<file path="config.mk">
export PLATFORM = sky130hd
export DESIGN_NAME = data_cache
export DESIGN_NICKNAME = d
export VERILOG_FILES = /design/src/rtl/data_cache.sv
export SDC_FILE = /design/constraint.sdc
export NUM_CORES = 2
export LEC_CHECK = 0
export BUFFER_PORTS_ARGS = -buffer_cell sky130_fd_sc_hd__buf_4
export CORE_AREA = 8 8 454 456
export DETAILED_ROUTE_END_ITERATION = 7
export DIE_AREA = 0 0 462 464
export PLACE_DENSITY = 0.78
export REMOVE_ABC_BUFFERS = 1
export SETUP_SLACK_MARGIN = 0.3
export SYNTH_ARGS = -nofsm -noshare
export SYNTH_HDL_FRONTEND = slang
export SYNTH_SLANG_ARGS = --single-unit
</file>
<file path="constraint.sdc">
create_clock -name clk -period 7.5 [get_ports clk]
set_clock_uncertainty 0.2 [all_clocks]
set_input_delay 0.375 -clock clk [delete_from_list [all_inputs] [get_ports clk]]
set_output_delay 0.375 -clock clk [all_outputs]
set_load 0.01 [all_outputs]
</file>
<file path="src/rtl/data_cache.sv">
// rtl/data_cache.sv - direct-mapped write-through no-write-allocate data cache
// Read hits answer combinationally; misses refill a 4-word line over memReq/memAck.
module data_cache #(
   parameter int LINES = 16,
   parameter int WORDS = 4
) (
   input  logic        clk,
   input  logic        rst,
   input  logic        memRead,
   input  logic        memWrite,
   input  logic [31:0] address,
   input  logic [31:0] writeData,
   output logic [31:0] readData,
   output logic        hit,
   output logic        stall,
   output logic        memReq,
   output logic        memWe,
   output logic [31:0] memAddr,
   output logic [31:0] memWdata,
   input  logic        memAck,
   input  logic [31:0] memRdata
);
   localparam int IW = $clog2(LINES);
   localparam int TW = 28 - IW;

   typedef enum logic [1:0] {IDLE, REFILL, WRITE} stateType;

   stateType state, nextState;

   logic [LINES-1:0] validBits;
   logic [TW-1:0]    tagArray  [LINES];
   logic [31:0]      dataArray [LINES][WORDS];

   logic [1:0]    cnt;
   logic [TW-1:0] latTag;
   logic [IW-1:0] latIdx;
   logic [31:0]   latAddr;
   logic [31:0]   latData;

   logic [IW-1:0] reqIdx;
   logic [TW-1:0] reqTag;
   logic [1:0]    reqWord;
   logic          anyReq;
   logic          lastAck;

   assign reqIdx  = address[3+IW:4];
   assign reqTag  = address[31:4+IW];
   assign reqWord = address[3:2];
   assign anyReq  = memRead | memWrite;
   assign lastAck = memAck && (cnt == 2'd3);

   assign hit      = anyReq & validBits[reqIdx] & (tagArray[reqIdx] == reqTag);
   assign readData = anyReq ? dataArray[reqIdx][reqWord] : 32'd0;

   always_ff @(posedge clk) begin
      if (rst) begin
         state     <= IDLE;
         validBits <= '0;
         cnt       <= 2'd0;
         latTag    <= '0;
         latIdx    <= '0;
         latAddr   <= 32'd0;
         latData   <= 32'd0;
      end else begin
         state <= nextState;
         case (state)
            IDLE: begin
               if (memWrite) begin
                  latAddr <= address & 32'hFFFF_FFFC;
                  latData <= writeData;
               end else if (memRead && !hit) begin
                  latTag            <= reqTag;
                  latIdx            <= reqIdx;
                  validBits[reqIdx] <= 1'b0;
                  cnt               <= 2'd0;
               end
            end
            REFILL: begin
               if (memAck) begin
                  cnt <= cnt + 2'd1;
                  if (lastAck) validBits[latIdx] <= 1'b1;
               end
            end
            default: ;
         endcase
      end
   end

   // Line storage carries no reset; validity alone decides whether it is used.
   always_ff @(posedge clk) begin
      if (!rst) begin
         if (state == IDLE && memWrite && hit)
            dataArray[reqIdx][reqWord] <= writeData;
         if (state == REFILL && memAck) begin
            dataArray[latIdx][cnt] <= memRdata;
            if (lastAck) tagArray[latIdx] <= latTag;
         end
      end
   end

   always_comb begin
      nextState = state;
      stall     = 1'b0;
      memReq    = 1'b0;
      memWe     = 1'b0;
      memAddr   = 32'd0;
      memWdata  = 32'd0;
      case (state)
         IDLE: begin
            if (memWrite) begin
               stall     = 1'b1;
               nextState = WRITE;
            end else if (memRead && !hit) begin
               stall     = 1'b1;
               nextState = REFILL;
            end
         end
         REFILL: begin
            stall   = 1'b1;
            memReq  = 1'b1;
            memAddr = {latTag, latIdx, cnt, 2'b00};
            if (lastAck) nextState = IDLE;
         end
         WRITE: begin
            memReq   = 1'b1;
            memWe    = 1'b1;
            memAddr  = latAddr;
            memWdata = latData;
            stall    = ~memAck;
            if (memAck) nextState = IDLE;
         end
         default: nextState = IDLE;
      endcase
   end
endmodule

</file>
==> flow_summary_export.csv <==
group,metric,value,unit
setup_path,cpMostUsedCell,"buf_4",
layout,multi_input_area,0.02303,mm²
setup_path,start_kind,"input pin",
setup_path,crit_path_end_kind,"output port",
grt,grtUsageTotal,24.24,%
detailed_routing,wl_per_cell,34.36,µm
setup_path,cp.required,6.92,ns
detailed_routing,drt_iter0_markers,7616,
floorplan,die-height,464,µm
grt,grt_pass1_wl,374.4,mm
sta,max_freq,0.1539,GHz
sta,hold_viol_final,0,
sta,setup_viol,0,
synth,synthFlopType,"edfxtp_1",
power,switching_share,22.14,%
synth,yosysMostFrequentCell,"edfxtp_1",
setup_path,crit_family,"buffers and inverters",
sta,fin_ws,1.001,ns
detailed_routing,num_vias,50340,
synth,yosys-mux-area-fraction,18.56,%
detailed_routing,drt-pass1-iter-count,6,
synth,synth_area_leader_cell,"edfxtp_1",
layout,design_area,0.1130,mm²
detailed_routing,drc,0,
detailed_routing,antenna_left,0,
grt,grt_pass1_vias,51730,
placement,globalplace.congestion,0.8617,
setup_path,slowest_stage,"buf_4",
synth,async_flop_share,0,%
setup_path,cpPeakStageDelay,0.86,ns
placement,placedCellCount,7190,
cts,cts_resized,0,
placement,pre_cts_ws,1.418,ns
synth,synth_warnings,0,
power,power.internal,0.02300,W
floorplan,die_x,462,µm
placement,io_buffers,196,
power,p_sw,0.006541,W
synth,synth.distinct_cells,61,
synth,yosys.area_share.simple,2.321,%
detailed_routing,routed_via_density,6.534,
cts,clkSinkCount,2542,
setup_path,worstPathArrival,5.92,ns
grt,grt_max_degree,98,
synth,syn_avg_cell_area,22.36,µm²
power,ir_drop,235.0,µV
sta,fin_tns_setup,0,ns
placement,hpwl,139.0,mm
sta,slew_headroom,3.784,%
layout,seq_area,0.07523,mm²
setup_path,path_buf_inv,6,
power,total_leakage_power,35.79,nW
floorplan,core-area,0.1986,mm²
setup_path,crit_chain,"dlygate4sd3_1 > buf_8 > buf_4 > buf_4 > buf_4 > mux4_2 > mux4_2 > mux4_2 > nor2b_1 > buf_4",
synth,synth_compound_area_share,1.468,%
floorplan,pin_count,201,
layout,area_growth,14.40,%
synth,ys_top_cells_by_area,"edfxtp_1 (74%), mux4_2 (17%), dfxtp_1 (2.2%)",
layout,drive_gt1_share,32.15,%
synth,synth_area,0.09880,mm²
detailed_routing,drt_wl_total,264.8,mm
job,drv_cap,0,
sta,fin_crit_sh,86.65,%
synth,ys_ff_latch,2542,
setup_path,path_class,"input pin to output port",
power,combPwrFrac,5.8,%
placement,post_dp_cell_area,0.1045,mm²
layout,stdcell_count,7705,
synth,synth_edf_count,2432,
grt,overflow,0,
grt,grt_antenna_before_repair,16,
min_path,hold_path_class,"input pin to register",
cts,cts_tree,"built",
sta,whs,0.06820,ns
power,powerDensity,261.3,mW/mm²
power,pwr-share-clk,41.1,%
layout,n_fill_cell,13710,
floorplan,dieArea,0.2144,mm²
cts,path_clk_slew,0.06,ns
layout,finalNetCount,4952,
synth,syn_inst,4419,
synth,synth_common_cells,"edfxtp_1 (2432), mux4_2 (760), nand2_1 (168)",
synth,yosys.area_share.adder,0.1013,%
outcome,status,"complete, no violations",
setup_path,critical_path_peak_fanout,54,
sta,report.final.slew_viol_count,0,
sta,worst_pin_slew,1.443,ns
cts,cts_root_buf,"clkbuf_16",
synth,synth_top_area_share,73.92,%
floorplan,placementRows,164,
sta,rsz0062_at_grt,"false",
floorplan,initial_core_util,49.74,%
cts,cts_buffers,235,
synth,ys_seq_area_share,76.15,%
synth,synth_xor_area_share,0.1862,%
power,pwr-share-seq,53.1,%
cts,ctsLongestPathBuffers,3,
cts,htreeDepth,4,
sta,fin_crit,6.499,ns
cts,insertion_delay,0.87,ns
synth,synth_top_family_by_area,"multiplexers",
-- power groups by stage --
stage,combinational (W),sequential (W),clock [W]
after detailed placement,0.00163,0.0160,0
final,0.00170,0.0157,0.0121
after global routing,0.00179,0.0157,0.0127
after floorplan,0.000885,0.0160,0
after global placement,0.00160,0.0160,0
after CTS,0.00170,0.0157,0.0122
-- final timing paths --
path / startpoint / to / slack (ns) / cells after the start
setup / recovery: address[4] / readData[11] / 1.00 / 10
hold / removal: memWrite / validBits[4] / 0.07 / 5
setup reg to reg: state[1] / dataArray[12][49] / 2.02 / 8
hold reg to reg: latData[17] / latData[17] / 0.25 / 2
-- worst min-delay path, stage by stage --
cell       delay, ns
buf_4           0.17
nor2_1          0.10
o211ai_4        0.21
nor4_1          0.08
o2bb2ai_1       0.12
-- state kept, by name, indices dropped and copies added, names as in the netlist --
name,count
cnt,2
dataArray,2048
latAddr,30
latData,32
latIdx,4
latTag,24
state,2
tagArray,384
validBits,16
-- layout by cell type, fill, tap and decap left out, drive strengths merged, types with 8 or more instances in the layout --
master,n
edfxtp,2432
mux4,760
buf,367
clkbuf,290
nand2,168
nor2,130
clkinv,114
dfxtp,110
a21oi,78
dlygate4sd3,71
nor2b,68
mux2i,68
mux2,48
a22oi,43
and2,42
inv,25
nor3,24
bufinv,21
o21ai,14
xnor2,12
nand2b,11
or4,10
xor2,9
clkinvlp,9
a41oi,9
a32o,8
ha,8
-- stage by stage --
stage,util [%],power [W]
after floorplan,-,0.01686
after global placement,52.60,0.01759
after detailed placement,52.60,0.01764
after CTS,56.90,0.02958
after global routing,56.90,0.03017
final,56.91,0.02954
-- cell type report --
type | instances | share of cell area, %
clock inverter | 149 | 1.393
sequential | 2542 | 66.56
timing repair buffer | 438 | 3.130
antenna | 4 | 0.008855
clock buffer | 290 | 5.524
tap | 2656 | 2.940
multi-input combinational | 1606 | 20.37
inverter | 20 | 0.07416
-- per-layer routing --
metal / vias up / share of wire (%) / wire (µm) / GRT usage (%)
met3: 750 / 12 / 31720 / 6.514
met4: 12 / 4.4 / 11670 / 8.770
met5: - / 0.032 / 85 / 0
met2: 3804 / 49 / 130400 / 40.04
li1: 19470 / - / - / -
met1: 26310 / 34 / 90920 / 31.14
-- cell families (layout without fill, tap and decap cells) --
logic type | Yosys count | count (layout)
AOI/OAI and AO/OA | 214 | 214
muxes | 876 | 876
xor gates and xnor gates | 21 | 21
and+or+nand+nor | 485 | 485
DFF | 2542 | 2542
buffers and inverters | 272 | 897
adders and majority gates | 8 | 8
other | 1 | 6
-- repair_timing --
action	in CTS	in global routing
hold buffers	71	0
buffers inserted	0	0
hold endpoints to repair	97	0
No activity file was read; power rests on OpenSTA's default activity.
